**config.mk**
```make
export PLATFORM = sky130hd
export DESIGN_NAME = vec_wb_sequencer
export DESIGN_NICKNAME = d
export VERILOG_FILES = /design/src/rtl/vec_wb_sequencer.sv
export SDC_FILE = /design/constraint.sdc
export NUM_CORES = 1
export LEC_CHECK = 0
export CAP_MARGIN = 5
export CORE_ASPECT_RATIO = 0.5
export CORE_MARGIN = 2
export CORE_UTILIZATION = 44
export DETAILED_ROUTE_END_ITERATION = 8
export GPL_ROUTABILITY_DRIVEN = 0
export HOLD_SLACK_MARGIN = 0.15
export PLACE_DENSITY = 0.86
export SETUP_SLACK_MARGIN = 0.4
export SLEW_MARGIN = 20
export SYNTH_ARGS = -nofsm -noshare
export SYNTH_HDL_FRONTEND = slang
export SYNTH_SLANG_ARGS = --single-unit
```
**constraint.sdc**
```tcl
create_clock -name clk -period 2.1 [get_ports clk]
set_clock_uncertainty 0.1 [all_clocks]
set_input_delay 0.42 -clock clk [delete_from_list [all_inputs] [get_ports clk]]
set_output_delay 0.42 -clock clk [all_outputs]
set_load 0.01 [all_outputs]
```
**src/rtl/vec_wb_sequencer.sv**
```systemverilog
// Single-port vector register-file write sequencer: arbitrates ALU and load
// results, then streams each accepted vector as BEATS narrow beats.
module vec_wb_sequencer #(
    parameter int LANES = 8,
    parameter int BEAT  = 2,
    parameter int DW    = 8,
    parameter int RAW   = 3,
    localparam int BEATS = LANES / BEAT,
    localparam int BCW   = $clog2(BEATS)
) (
    input  logic                  clk,
    input  logic                  rst,
    input  logic                  alu_req,
    input  logic [RAW-1:0]        alu_rd,
    input  logic [LANES*DW-1:0]   alu_data,
    output logic                  alu_ack,
    input  logic                  mem_req,
    input  logic [RAW-1:0]        mem_rd,
    input  logic [LANES*DW-1:0]   mem_data,
    output logic                  mem_ack,
    output logic                  rf_we,
    output logic [RAW-1:0]        rf_rd,
    output logic [BCW-1:0]        rf_beat,
    output logic [BEAT*DW-1:0]    rf_wdata,
    output logic                  stall
);

    typedef enum logic {
        IDLE  = 1'b0,
        WRITE = 1'b1
    } state_e;

    localparam logic [BCW-1:0] LAST_BEAT = BCW'(BEATS - 1);

    state_e              state_q, state_d;
    logic [BCW-1:0]      beat_q, beat_d;
    logic [RAW-1:0]      rd_q, rd_d;
    logic [LANES*DW-1:0] data_q, data_d;
    logic                ptr_q, ptr_d;   // 0: ALU has priority, 1: MEM has priority
    logic                accept;
    logic                grant_alu;
    logic                grant_mem;

    // Handshake: a requester holds req/rd/data stable until its ack; ack is
    // combinational and the transfer completes on the clock edge where ack=1.
    always_comb begin
        state_d   = state_q;
        beat_d    = beat_q;
        rd_d      = rd_q;
        data_d    = data_q;
        ptr_d     = ptr_q;
        alu_ack   = 1'b0;
        mem_ack   = 1'b0;
        accept    = (state_q == IDLE) || (beat_q == LAST_BEAT);
        grant_alu = alu_req && (!mem_req || !ptr_q);
        grant_mem = mem_req && (!alu_req || ptr_q);

        if (!rst && accept) begin
            alu_ack = grant_alu;
            mem_ack = grant_mem;
        end

        if (state_q == WRITE) begin
            if (beat_q == LAST_BEAT) begin
                state_d = IDLE;
                beat_d  = '0;
            end else begin
                beat_d = beat_q + 1'b1;
            end
        end

        // A new acceptance on the last beat overrides the return to IDLE,
        // giving back-to-back sequences with no bubble.
        if (alu_ack) begin
            rd_d    = alu_rd;
            data_d  = alu_data;
            state_d = WRITE;
            beat_d  = '0;
            ptr_d   = 1'b1;
        end else if (mem_ack) begin
            rd_d    = mem_rd;
            data_d  = mem_data;
            state_d = WRITE;
            beat_d  = '0;
            ptr_d   = 1'b0;
        end
    end

    always_ff @(posedge clk) begin
        if (rst) begin
            state_q <= IDLE;
            beat_q  <= '0;
            rd_q    <= '0;
            data_q  <= '0;
            ptr_q   <= 1'b0;
        end else begin
            state_q <= state_d;
            beat_q  <= beat_d;
            rd_q    <= rd_d;
            data_q  <= data_d;
            ptr_q   <= ptr_d;
        end
    end

    assign rf_we    = (state_q == WRITE);
    assign stall    = (state_q == WRITE);
    assign rf_rd    = rf_we ? rd_q : '0;
    assign rf_beat  = rf_we ? beat_q : '0;
    assign rf_wdata = rf_we ? data_q[int'(beat_q)*BEAT*DW +: BEAT*DW] : '0;

endmodule

```
==> Word level (Yosys, flattened, before mapping) <==
Cells that the tools add are included.
{ "totals": {"reg_bits": 71, "output_inout_bits": 25, "elab_cells": 37} }
{ "op_classes": {"addsub": 1, "eq_ne": 1, "n_shift": 1, "n_mux": 16, "bitwise_logic": 1, "reduce_logical": 12} }
{ "op_table": {"columns": ["cell", "count"], "rows": [
  ["64-bit 2-to-1 mux", 2],
  ["64-bit by 7-bit indexed part select with 16-bit output", 1],
  ["16-bit 2-to-1 mux", 1],
  ["3-bit 2-to-1 mux", 3],
  ["1-bit 2-to-1 mux", 8],
  ["1-bit logical NOT", 4],
  ["2-bit 2-to-1 mux", 2],
  ["1-bit logical AND", 3],
  ["1-bit logical OR", 3],
  ["3-bit OR reduction", 1],
  ["2-bit by 1-bit adder with 2-bit output, second input constant", 1],
  ["2-bit equality test, second input constant", 1],
  ["2-bit nonzero test", 1],
  ["1-bit inverter", 1]
]} }

==> Longest topological paths before layout <==
{ "logic_depth": {"ltp_word": 6, "ltp_mapped": 7, "depth_no_buf": 4} }

==> Worst setup path after synthesis <==
OpenSTA, ideal clock, no wires.
{ "synth_path": {"path_type": "register -> output", "start": "reg beat_q[0]", "end": "out rf_wdata[10]", "t_arrival_ns": 1.336, "required_time_ns": 1.580, "setup_slack_ns": 0.244, "path_stages_with_launch": 5, "n_path_buf": 2, "cell_sequence": "dfxtp_1 -> buf_6 -> buf_6 -> mux4_2 -> and2_1"} }
{ "synth_between": {"elab_chain_cells": 2} }
{ "synth_lines": {"columns": ["item", "line", "source"], "rows": [
  ["start, declared", "36", "logic [BCW-1:0] beat_q, beat_d;"],
  ["start signal, assigned", "98", "beat_q <= beat_d;"],
  ["64-bit by 7-bit indexed part select with 16-bit output", "109", "assign rf_wdata = rf_we ? data_q[int'(beat_q)*BEAT*DW +: BEAT*DW] : '0;"],
  ["16-bit 2-to-1 mux", "109", null],
  ["end, declared", "24", "output logic [BEAT*DW-1:0] rf_wdata,"]
]} }
Every way passes these cells.

==> Worst setup path in the final report <==
{ "layout_path": {"start": "reg beat_q[0]", "end": "out rf_wdata[6]"} }
The elaborated chain is that of the path after synthesis.

==> impl_metrics.csv <==
group,metric,value,unit
die,die_area,10000,um2
critical_path,crit_start,"beat_q[0]",
critical_path,cp.depth,5,
layout,fillers,487,
cts,numCtsBuffers,9,
timing,fmax,0.443,GHz
timing,tightest_slew,372,ps
critical_path,crit_fanout,5,
critical_path,arrival,1740,ps
synth,synth_largest_area_cell,"dfxtp_1",
timing,fin_crit,2260,ps
layout,final_common_cell,"clkdlybuf4s50_1",
timing,whs,375,ps
synth,syn_avg_cell_area,11.3,um2
routing,vias_per_cell,5.30,
cts,h-tree-depth,3,
synth,synth_cells,359,
timing,setup_viol,16,
global_routing,grt_use_total,27.6,%
synth,synth_seq_area_share,35.2,%
die,die_w,140,um
cts,cts_buffer_depth,2,
die,start_util,45.9,%
place,port_buffers,162,
routing,routed_wl,14500,um
routing,dr.pass1.iters,4,
pwr,ir_drop,0.000423,V
layout,fin_nets,693,
synth,synthTopCellsByArea,"dfxtp_1, mux2i_1, nand2b_1",
timing,hold_viol,0,
layout,drive_gt1_share,26.5,%
run_status,status,"finished, violations left",
timing,relSlewSlack,75.2,%
run_status,violations,"negative setup slack",
pwr,p_leak,2.81,nW
die,rows,24,
critical_path,rr_endpoint,"data_q[0]",
critical_path,critical-path-top-delay-family,"multiplexers",
global_routing,grt_pass1_vias,3735,
timing,setup_ws,-156,ps
routing,first_iter_violations,301,
cts,cts_root_buf,"clkbuf_16",
pwr,powerDensity,610,nW/um2
pwr,total_power,4.21,mW
synth,syn_area,4040,um2
global_routing,grt_pass1_wl,20900,um
critical_path,ff2ff_path_depth,11,
critical_path,critical_path.cell_chain,"buf_12 -> buf_16 -> mux4_2 -> and2_4 -> buf_6",
run,cap_violations,0,
place,dp.final_hpwl,7920,um
critical_path,critPathBufInv,3,
timing,timing.final.crit_share,107,%
critical_path,max_stage_delay,510,ps
critical_path,path_class,"flop to primary output",
global_routing,antenna_found_initial,1,
critical_path,crit_path_end,"rf_wdata[6]",
synth,synth_top_area_share,35.2,%
routing,drc,0,
hold_path,hold_class,"flop to flop",
synth,ys_ff_latch,71,
critical_path,r2r_slack,20,ps
layout,most-common-layout-cells,"clkdlybuf4s50_1, mux2i_1, nand2b_1, dfxtp_1, buf_6",
routing,wl_per_cell,21.4,um
die,pin_count,163,
cts,clock-sinks,71,
synth,ys_warn_count,0,
global_routing,grt_max_degree,54,
cts,cts_hold_buf,0,
place,post-place-ws,-230,ps
critical_path,r2r_start,"beat_q[0]",
layout,final_core_util,78.3,%
routing,vias,3583,
timing,rsz0062_at_grt,"yes",
layout,area_growth,70.5,%
timing,slew_viol_final,0,
critical_path,critPathRequiredTime,1580,ps
timing,setup-tns-final,-1250,ps
critical_path,critPathSlowestCell,"mux4_2",
cts,path_clk_slew,50,ps
cts,insertion_delay,340,ps
critical_path,endpoint_kind,"primary output",
routing,drt.antenna.violating_nets,0,
cts,cts_tree,"built",
global_routing,grt_overflow,0,
die,die_h,71.8,um
synth,yosysUniqueCellTypes,22,
synth,syn-num-nets,498,
critical_path,crit_path_start_kind,"flop",
die,core_area,8800,um2
-- area by class of cell --
class                           count  area, um2  share of cell area, %
Multi-Input combinational cell    255       2570                   37.3
Timing Repair Buffer              216       2470                   35.9
Sequential cell                    71       1430                   20.8
Clock buffer                       11        243                   3.52
Tap cell                          117        146                   2.12
Clock inverter                      4       22.5                  0.327
Inverter                            1       3.75                 0.0545
Antenna cell                        1       2.50                 0.0363
-- worst min-delay path: cells and delay by family (launching register included) --
kind	cells	cell delay (ps)
flip-flops	1	310
AND/OR/NAND/NOR	1	60
multiplexers	1	50
-- routing by layer --
layer  vias up  global-route usage [%]  share of wire [%]
li1       1655                       -                  -
met5         -                       0                  0
met2       176                    46.7                 49
met4         0                    9.22                2.3
met3        43                    8.56                 11
met1      1709                    34.2                 38
-- logic make-up after synthesis --
group | count (synthesis) | synth area share, %
mux | 152 | 42.6
simple gates | 97 | 15.1
flops | 71 | 35.2
buf+inv | 33 | 6.04
compound gates | 5 | 0.774
fa+ha+maj | 1 | 0.310
-- what timing repair did --
action	CTS	global route
gates cloned	11	0
setup endpoints to repair	93	92
pin swaps	21	2
setup buffers	20	5
resized for setup	146	37
endpoints found under the hold margin	0	0
-- flip-flops by register name, summed over array words and instances (netlist names) --
name    cells
beat_q      2
ptr_q       1
data_q     64
rf_we       1
rd_q        3
-- per-stage QoR --
step                      area, um2  instances
after detailed placement       5820        624
after global routing           6890        675
after floorplan                4090        359
final                          6890        676
after global placement         5820        624
after CTS                      6670        670
-- Yosys cell counts --
library cell	count
buf_8	1
and2_1	21
nor2b_4	1
dfxtp_1	71
a311oi_1	1
nor2_1	2
buf_6	6
clkbuf_1	10
o21ai_0	1
buf_12	1
mux2i_1	136
ha_1	1
nor3_2	1
nand2b_1	68
a21boi_1	1
nor3_1	3
nor3b_1	1
a21oi_1	2
inv_1	1
buf_4	12
buf_2	2
mux4_2	16
-- report_power, final --
part | switching (mW) | leakage, nW | internal [mW]
Combinational | 0.441 | 2.09 | 0.778
Clock | 0.567 | 0.131 | 0.818
Sequential | 0.118 | 0.589 | 1.48
-- worst min-delay path by stage --
stage                     startpoint    endpoint  slack [ps]  depth (start not counted)
after detailed placement  data_q[30]  data_q[30]         360                          2
after CTS                    rd_q[0]     rd_q[0]         370                          2
after global placement       rd_q[2]     rd_q[2]         350                          2
final                        rd_q[0]     rd_q[0]         370                          2
after floorplan              rd_q[0]     rd_q[0]         340                          2
after global routing         rd_q[0]     rd_q[0]         400                          2
Power figures use the tool's default switching activity.
